### src/rtl/contador_arbitro_pkg.sv
// Shared types and constants for the arbitrated up/down step counter.
package contador_pkg;

  typedef enum logic [1:0] {
    IDLE,
    RUN,
    DONE
  } state_t;

  localparam logic DIR_UP   = 1'b1;
  localparam logic DIR_DOWN = 1'b0;

  localparam int unsigned NREQ = 2;

endpackage

### src/rtl/contador_arbitro_nucleo.sv
// N-bit step core: counting up wraps at the top, counting down saturates at zero;
// a synchronous clear overrides any step.
module contador_nucleo
  import contador_pkg::*;
#(
  parameter int unsigned N = 6
) (
  input  logic         clk,
  input  logic         rst_n,
  input  logic         en,
  input  logic         up,
  input  logic         clr,
  output logic [N-1:0] cnt
);

  logic [N-1:0] cnt_q, cnt_d;

  always_comb begin
    cnt_d = cnt_q;
    if (clr) begin
      cnt_d = '0;
    end else if (en) begin
      if (up == DIR_UP) begin
        cnt_d = (cnt_q == '1) ? '0 : cnt_q + N'(1);
      end else begin
        cnt_d = (cnt_q == '0) ? '0 : cnt_q - N'(1);
      end
    end
  end

  always_ff @(posedge clk or negedge rst_n) begin
    if (!rst_n) begin
      cnt_q <= '0;
    end else begin
      cnt_q <= cnt_d;
    end
  end

  assign cnt = cnt_q;

endmodule

### src/rtl/contador_arbitro.sv
// Round-robin arbiter sharing one step counter between two requesters; each grant
// runs a latched number of steps in a latched direction, then pulses done.
module contador_arbitro
  import contador_pkg::*;
#(
  parameter int unsigned N     = 6,
  parameter int unsigned LEN_W = 8
) (
  input  logic             clk,
  input  logic             reset,
  input  logic [1:0]       req,
  input  logic [1:0]       dir,
  input  logic [LEN_W-1:0] len0,
  input  logic [LEN_W-1:0] len1,
  input  logic             clr,
  output logic [1:0]       gnt,
  output logic [1:0]       done,
  output logic             busy,
  output logic [N-1:0]     out
);

  state_t           state_q, state_d;
  logic             idx_q, idx_d;
  logic             dir_q, dir_d;
  logic             rr_q, rr_d;
  logic [LEN_W-1:0] rem_q, rem_d;
  logic             step_en;

  always_comb begin
    state_d = state_q;
    idx_d   = idx_q;
    dir_d   = dir_q;
    rr_d    = rr_q;
    rem_d   = rem_q;
    step_en = 1'b0;
    case (state_q)
      IDLE: begin
        if (req != '0) begin
          // rr_q names the requester favoured on a tie
          idx_d   = (req == 2'b11) ? rr_q : req[1];
          dir_d   = dir[idx_d];
          rem_d   = idx_d ? len1 : len0;
          state_d = RUN;
        end
      end
      RUN: begin
        if (rem_q == '0) begin
          state_d = DONE;
        end else begin
          step_en = 1'b1;
          rem_d   = rem_q - LEN_W'(1);
          if (rem_q == LEN_W'(1)) begin
            state_d = DONE;
          end
        end
      end
      DONE: begin
        rr_d    = ~idx_q;
        state_d = IDLE;
      end
      default: state_d = IDLE;
    endcase
  end

  always_ff @(posedge clk or negedge reset) begin
    if (!reset) begin
      state_q <= IDLE;
      idx_q   <= 1'b0;
      dir_q   <= DIR_DOWN;
      rr_q    <= 1'b0;
      rem_q   <= '0;
    end else begin
      state_q <= state_d;
      idx_q   <= idx_d;
      dir_q   <= dir_d;
      rr_q    <= rr_d;
      rem_q   <= rem_d;
    end
  end

  assign gnt  = (state_q == RUN)  ? {idx_q, ~idx_q} : 2'b00;
  assign done = (state_q == DONE) ? {idx_q, ~idx_q} : 2'b00;
  assign busy = (state_q != IDLE);

  contador_nucleo #(
    .N(N)
  ) u_nucleo (
    .clk   (clk),
    .rst_n (reset),
    .en    (step_en),
    .up    (dir_q),
    .clr   (clr),
    .cnt   (out)
  );

endmodule

### config.mk
export PLATFORM = sky130hd
export DESIGN_NAME = contador_arbitro
export DESIGN_NICKNAME = d
export VERILOG_FILES = /design/src/rtl/contador_arbitro_pkg.sv /design/src/rtl/contador_arbitro_nucleo.sv /design/src/rtl/contador_arbitro.sv
export SDC_FILE = /design/constraint.sdc
export NUM_CORES = 1
export LEC_CHECK = 0
export ABC_AREA = 1
export CORE_MARGIN = 2
export CORE_UTILIZATION = 33
export CTS_CLUSTER_SIZE = 16
export DETAILED_ROUTE_END_ITERATION = 10
export PLACE_DENSITY = 0.61
export SLEW_MARGIN = 0
export SYNTH_ARGS = -nofsm -noshare
export SYNTH_HDL_FRONTEND = slang
export SYNTH_SLANG_ARGS = --single-unit
export TNS_END_PERCENT = 100
### constraint.sdc
create_clock -name clk -period 1.5 [get_ports clk]
set_clock_uncertainty 0.1 [all_clocks]
set_input_delay 0.225 -clock clk [delete_from_list [all_inputs] [get_ports clk]]
set_output_delay 0.225 -clock clk [all_outputs]
set_load 0.01 [all_outputs]
After elaboration in Yosys (flattened, before gate mapping)
Cells that the tools add are included.
{"block": "classes", "addsub": 3, "n_mul": 0, "div_mod_pow": 0, "n_lt_le_gt_ge": 1, "n_eq_ne": 8, "shift": 0, "muxes": 20, "bitwise_logic": 1, "n_reduce_logical": 10}
{"cell": "$mux 6", "count": 5}
{"cell": "$mux 8", "count": 3}
{"cell": "$pmux 8 s2", "count": 1}
{"cell": "$mux 2", "count": 5}
{"cell": "$eq 8x1->1 const B", "count": 1}
{"cell": "$logic_not 8->1", "count": 1}
{"cell": "$reduce_bool 2->1", "count": 4}
{"cell": "$sub 8x1->8 const B", "count": 1}
{"cell": "$add 6x1->6 const B", "count": 1}
{"cell": "$eq 6x6->1 const B", "count": 1}
{"cell": "$logic_not 6->1", "count": 1}
{"cell": "$sub 6x1->6 const B", "count": 1}
{"cell": "$mux 1", "count": 5}
{"cell": "$eq 2x2->1 const B", "count": 2}
{"cell": "$ne 2x2->1 const B", "count": 2}
{"cell": "$pmux 2 s2", "count": 1}
{"cell": "$reduce_and 2->1", "count": 2}
{"cell": "$ne 3x3->1 const B", "count": 1}
{"cell": "$reduce_and 3->1", "count": 1}
{"cell": "$eq 2x1->1 const B", "count": 1}
{"cell": "$logic_not 2->1", "count": 1}
{"cell": "$lt 1x2->1 const B", "count": 1}
{"cell": "$not 1->1", "count": 1}
{"block": "word_totals", "register_bits": 19, "latchBits": 0, "mem_bits_rw": 0, "mem_bits_ro": 0, "inputBits": 23, "out_inout_bits": 11, "elab_cells": 49, "mem_count": 0}

Depth between registers and ports, before layout
{"block": "logic_depth", "ltp_word": 5, "depth_mapped": 9, "mapped_depth_nobuf": 9}

By module
From an unflattened synthesis, not the netlist that was laid out.
{"block": "unflattened", "hier_cells": 223, "hier_area_um2": 1466.4}
{"module": "contador_arbitro", "instances": 1, "cells_each": 145, "area_each_um2": 945.9, "seq_area_each_um2": 325.3}
{"module": "contador_nucleo", "instances": 1, "cells_each": 78, "area_each_um2": 520.5, "seq_area_each_um2": 150.1}

Worst setup path before layout
No wires, ideal clock.
{"block": "synth_timing", "kind": "register to register", "startpoint": "register u_nucleo.cnt_q[0] (netlist: u_nucleo.cnt[0])", "endpoint": "register u_nucleo.cnt_q[1] (netlist: u_nucleo.cnt[1])", "setup_ns": 0.117, "t_arrival_ns": 1.359, "required_time_ns": 1.283, "setup_slack_ns": -0.076, "stages_incl_launch_ff": 6, "n_path_buf": 0, "synth_period_minus_slack_ns": 1.576, "cell_sequence": "dfrtp_1 -> clkinv_1 -> ha_1 -> or2_2 -> nand3_1 -> nand2_1"}
{"block": "synth_via", "elab_chain_len": 5, "word_cells_on_any_way": 9, "cone_classes": "add/sub: 2; eq/ne: 1; mux: 5; reduce/logical: 1"}
{"item": "from (decl)", "line_no": "contador_arbitro_nucleo.sv:16", "text": "logic [N-1:0] cnt_q, cnt_d;"}
{"item": "from (signal assigned)", "line_no": "contador_arbitro_nucleo.sv:35", "text": "cnt_q <= cnt_d;"}
{"item": "$sub 6x1->6 (tied with other cells)", "line_no": "contador_arbitro_nucleo.sv:26", "text": "cnt_d = (cnt_q == '0) ? '0 : cnt_q - N'(1);"}
{"item": "$mux 6 (on tied branches)", "line_no": "contador_arbitro_nucleo.sv:26, contador_arbitro_nucleo.sv:24"}
{"item": "$mux 6 *", "line_no": "contador_arbitro_nucleo.sv:23", "text": "if (up == DIR_UP) begin"}
{"item": "$mux 6 *", "line_no": "contador_arbitro_nucleo.sv:22", "text": "end else if (en) begin"}
{"item": "$mux 6 *", "line_no": "contador_arbitro_nucleo.sv:20", "text": "if (clr) begin"}
Mark *: on every way between the ends. The rest lies on a longest branch, timed or not. The select of a mux whose other input is x is not followed.
A chain may end at the register's enable or synchronous reset.

Worst setup path after layout
{"block": "layout_timing", "startpoint": "register state_q[1]", "endpoint": "output gnt[1]"}
{"block": "layout_via", "elab_chain_len": 2}
{"item": "from (decl)", "line_no": "contador_arbitro.sv:22", "text": "state_t state_q, state_d;"}
{"item": "from (signal assigned)", "line_no": "contador_arbitro.sv:73", "text": "state_q <= state_d;"}
{"item": "$eq 2x1->1", "line_no": "contador_arbitro.sv:81", "text": "assign gnt = (state_q == RUN) ? {idx_q, ~idx_q} : 2'b00;"}
{"item": "$mux 2", "line_no": "contador_arbitro.sv:81"}
{"item": "to (decl)", "line_no": "contador_arbitro.sv:16", "text": "output logic [1:0] gnt,"}
Every way passes these cells.

==> impl_metrics.tcl <==
set metrics [dict create \
    status "complete, but fails checks" \
    violations "setup timing" \
    dp_slack_ps -127 \
    areaGrowthSynthToFinish_pct 44.2 \
    setup_viol 2 \
    relSlewSlack 0.822 \
    dpl.hpwl_mm 2.94 \
    route.vias.total 1602 \
    clk_latency_ps 260 \
    fp.dieW_um 72.6 \
    pin_count 34 \
    tns_ps -35.1 \
    synth_top_family_by_area "simple AND/OR/NAND/NOR gates" \
    path_buf_inv 3 \
    synth_cells 231 \
    hold_viol 0 \
    diodes 0 \
    cp-startpoint "state_q[1]$_DFFE_PN0P_" \
    min_period_ps 1520 \
    p_per_area_mw_per_mm2 442 \
    worst_pin_slew_ps 268 \
    grt_usage 0.165 \
    clk_transition_reported_paths_ps 80 \
    path_max_fanout 3 \
    peakVddDrop_v 0.000208 \
    wirelength_mm 3.90 \
    max_stage_delay_ps 410 \
    crit_path_end_kind "output port" \
    synth_cell_types 34 \
    fmax_ghz 0.657 \
    grt_setup_unrepaired "true" \
    hold_path.class "input port to asynchronous set/reset pin" \
    hold_slack_ps 200 \
    antenna_found_initial 0 \
    synth_compound_area_frac 0.0927 \
    synthMuxAreaShare 0 \
    grt_max_degree 20 \
    drv_cap 0 \
    cp_data_required_time_ps 1170 \
    arrival_ps 1200 \
    reg2reg_from "state_q[1]$_DFFE_PN0P_" \
    finalNetCount 325 \
    min_period_over_period 1.02 \
    clockRootBuffer "clkbuf_8" \
    multi_input_area_sq_um 951 \
    cts_max_path_buffers 2 \
    start_util 0.349 \
    worst-r2r-setup-slack_ps 10 \
    wl_per_cell_um 11.2 \
    syn_area_sq_mm 0.00155 \
    regArea_sq_um 480 \
    crit_chain "buf_6 -> nor2_8 -> inv_2 -> nor2_2 -> buf_2" \
    final_common_cell "nand2_1" \
    cts_buffers 3 \
    ys_seq_area_frac 0.306 \
    cts.sinks 19 \
    avgSynthCellArea_sq_um 6.72 \
    die_area_sq_mm 0.00527 \
    p_leak_nw 1.20 \
    io_buffers 33 \
    fin_total_pwr_mw 0.990 \
    avgViaCountPerCell 4.60 \
    route.detailed.drc 0 \
    cts_tree "yes" \
    drive_above_1_share 0.274 \
    synthAdderAreaFrac 0.0403 \
    ys_ff_latch 19 \
    fin_ws_ps -23.0 \
    hold_buffers 0 \
    h-tree-depth 1 \
    crit_type "flip-flop to output port" \
    grt_pass1_wl_mm 6.98 \
    yosys_warnings 0 \
    path_delay_family "flip-flops" \
    synth_xor_area_frac 0.0113 \
    syn_nets 259 \
    dr.pass1.iters 4 \
    ant_nets 0 \
    coreArea_sq_mm 0.00444 \
    std_cell_rows 24 \
    overflow 0 \
    die_y_um 72.6 \
    grt_pass1_vias 1620 \
    synth-simple-area-share 0.444 \
    drv_slew 0 \
    place_congestion 0.816 \
    drt_iter0_markers 67 \
    fillCellCount 450 \
    final_cell_mix "nand2_1, buf_4, inv_1" \
    slowest_stage "dfrtp_2" \
    start_kind "flip-flop" \
]
[layer usage]
metal | vias up | wire [um] | global-route usage | part of all wire
met1 | 707 | 1820 | 0.207 | 0.47
met4 | 0 | 31 | 0.0412 | 0.0079
met3 | 4 | 155 | 0.0236 | 0.040
li1 | 853 | - | - | -
met2 | 38 | 1890 | 0.297 | 0.48
met5 | - | 0 | 0 | 0
[kinds of logic after synthesis]
logic type,after synthesis
and+or+nand+nor,147
buffers and inverters,37
AOI/OAI and AO/OA,21
DFF,19
adders and majority gates,5
xor gates and xnor gates,2
[repair_timing]
action | CTS | global route
pin swaps | 1 | 4
endpoints found under the setup margin | 20 | 21
setup buffers | 8 | 0
resized for setup | 30 | 19
cloned | 0 | 0
[cell usage after synthesis]
cell / instances / area (sq um)
nor2_4: 2 / 22.5
xnor2_1: 1 / 8.76
o21bai_1: 1 / 7.51
buf_6: 1 / 11.3
inv_1: 29 / 109
a21oi_2: 1 / 8.76
ha_1: 5 / 62.6
o31ai_1: 1 / 7.51
nand3b_1: 2 / 15.0
o21ai_2: 2 / 17.5
buf_2: 1 / 5.00
a21oi_1: 2 / 10.0
o211ai_1: 1 / 7.51
inv_2: 3 / 11.3
nand3_2: 2 / 20.0
o211ai_2: 1 / 12.5
nor2_1: 29 / 109
nand2_2: 3 / 18.8
or2_2: 1 / 6.26
xor2_1: 1 / 8.76
nand2_1: 72 / 270
clkinv_1: 1 / 3.75
buf_8: 1 / 15.0
o21ai_4: 1 / 16.3
nand3_4: 1 / 17.5
nand4_1: 1 / 6.26
nand3_1: 26 / 130
dfrtp_1: 19 / 475
nand2_4: 2 / 22.5
nor2_8: 1 / 20.0
o22ai_1: 1 / 6.26
nor2_2: 5 / 31.3
o21ai_0: 10 / 50.1
buf_4: 1 / 7.51
[final timing paths]
kind	to	depth (start not counted)
worst min-delay path	idx_q$_DFFE_PN0P_	2
min in group clk	rem_q[6]$_DFFE_PN0P_	2
worst min register to register	rem_q[6]$_DFFE_PN0P_	2
worst max register to register	u_nucleo.cnt[0]$_DFFE_PN0P_	9
worst max-delay path	gnt[1]	5
max in group asynchronous	u_nucleo.cnt[5]$_DFFE_PN0P_	2
[stage by stage]
step	cell area, sq um	cells	utilization
after floorplan	1550	231	-
after global placement	2090	336	0.470
after detailed placement	2090	336	0.470
after CTS	2220	348	0.500
after global routing	2240	348	0.503
final	2240	348	0.503
[power by group]
part | internal, mW | switching (mW)
logic | 0.0686 | 0.0390
registers | 0.512 | 0
clock network | 0.189 | 0.181
total | 0.769 | 0.220
[final cells by class]
cell class,count,share of cell area
multi-input combinational,175,0.425
timing repair buffer,65,0.255
sequential,19,0.215
inverter,33,0.0559
tap,52,0.0291
clock buffer,4,0.0201
[state kept, by name, summed over array words and instances, names as in the netlist]
name / flops
rem_q: 8
u_nucleo.cnt: 6
state_q: 2
dir_q: 1
idx_q: 1
rr_q: 1
Power figures use the tool's default switching activity.
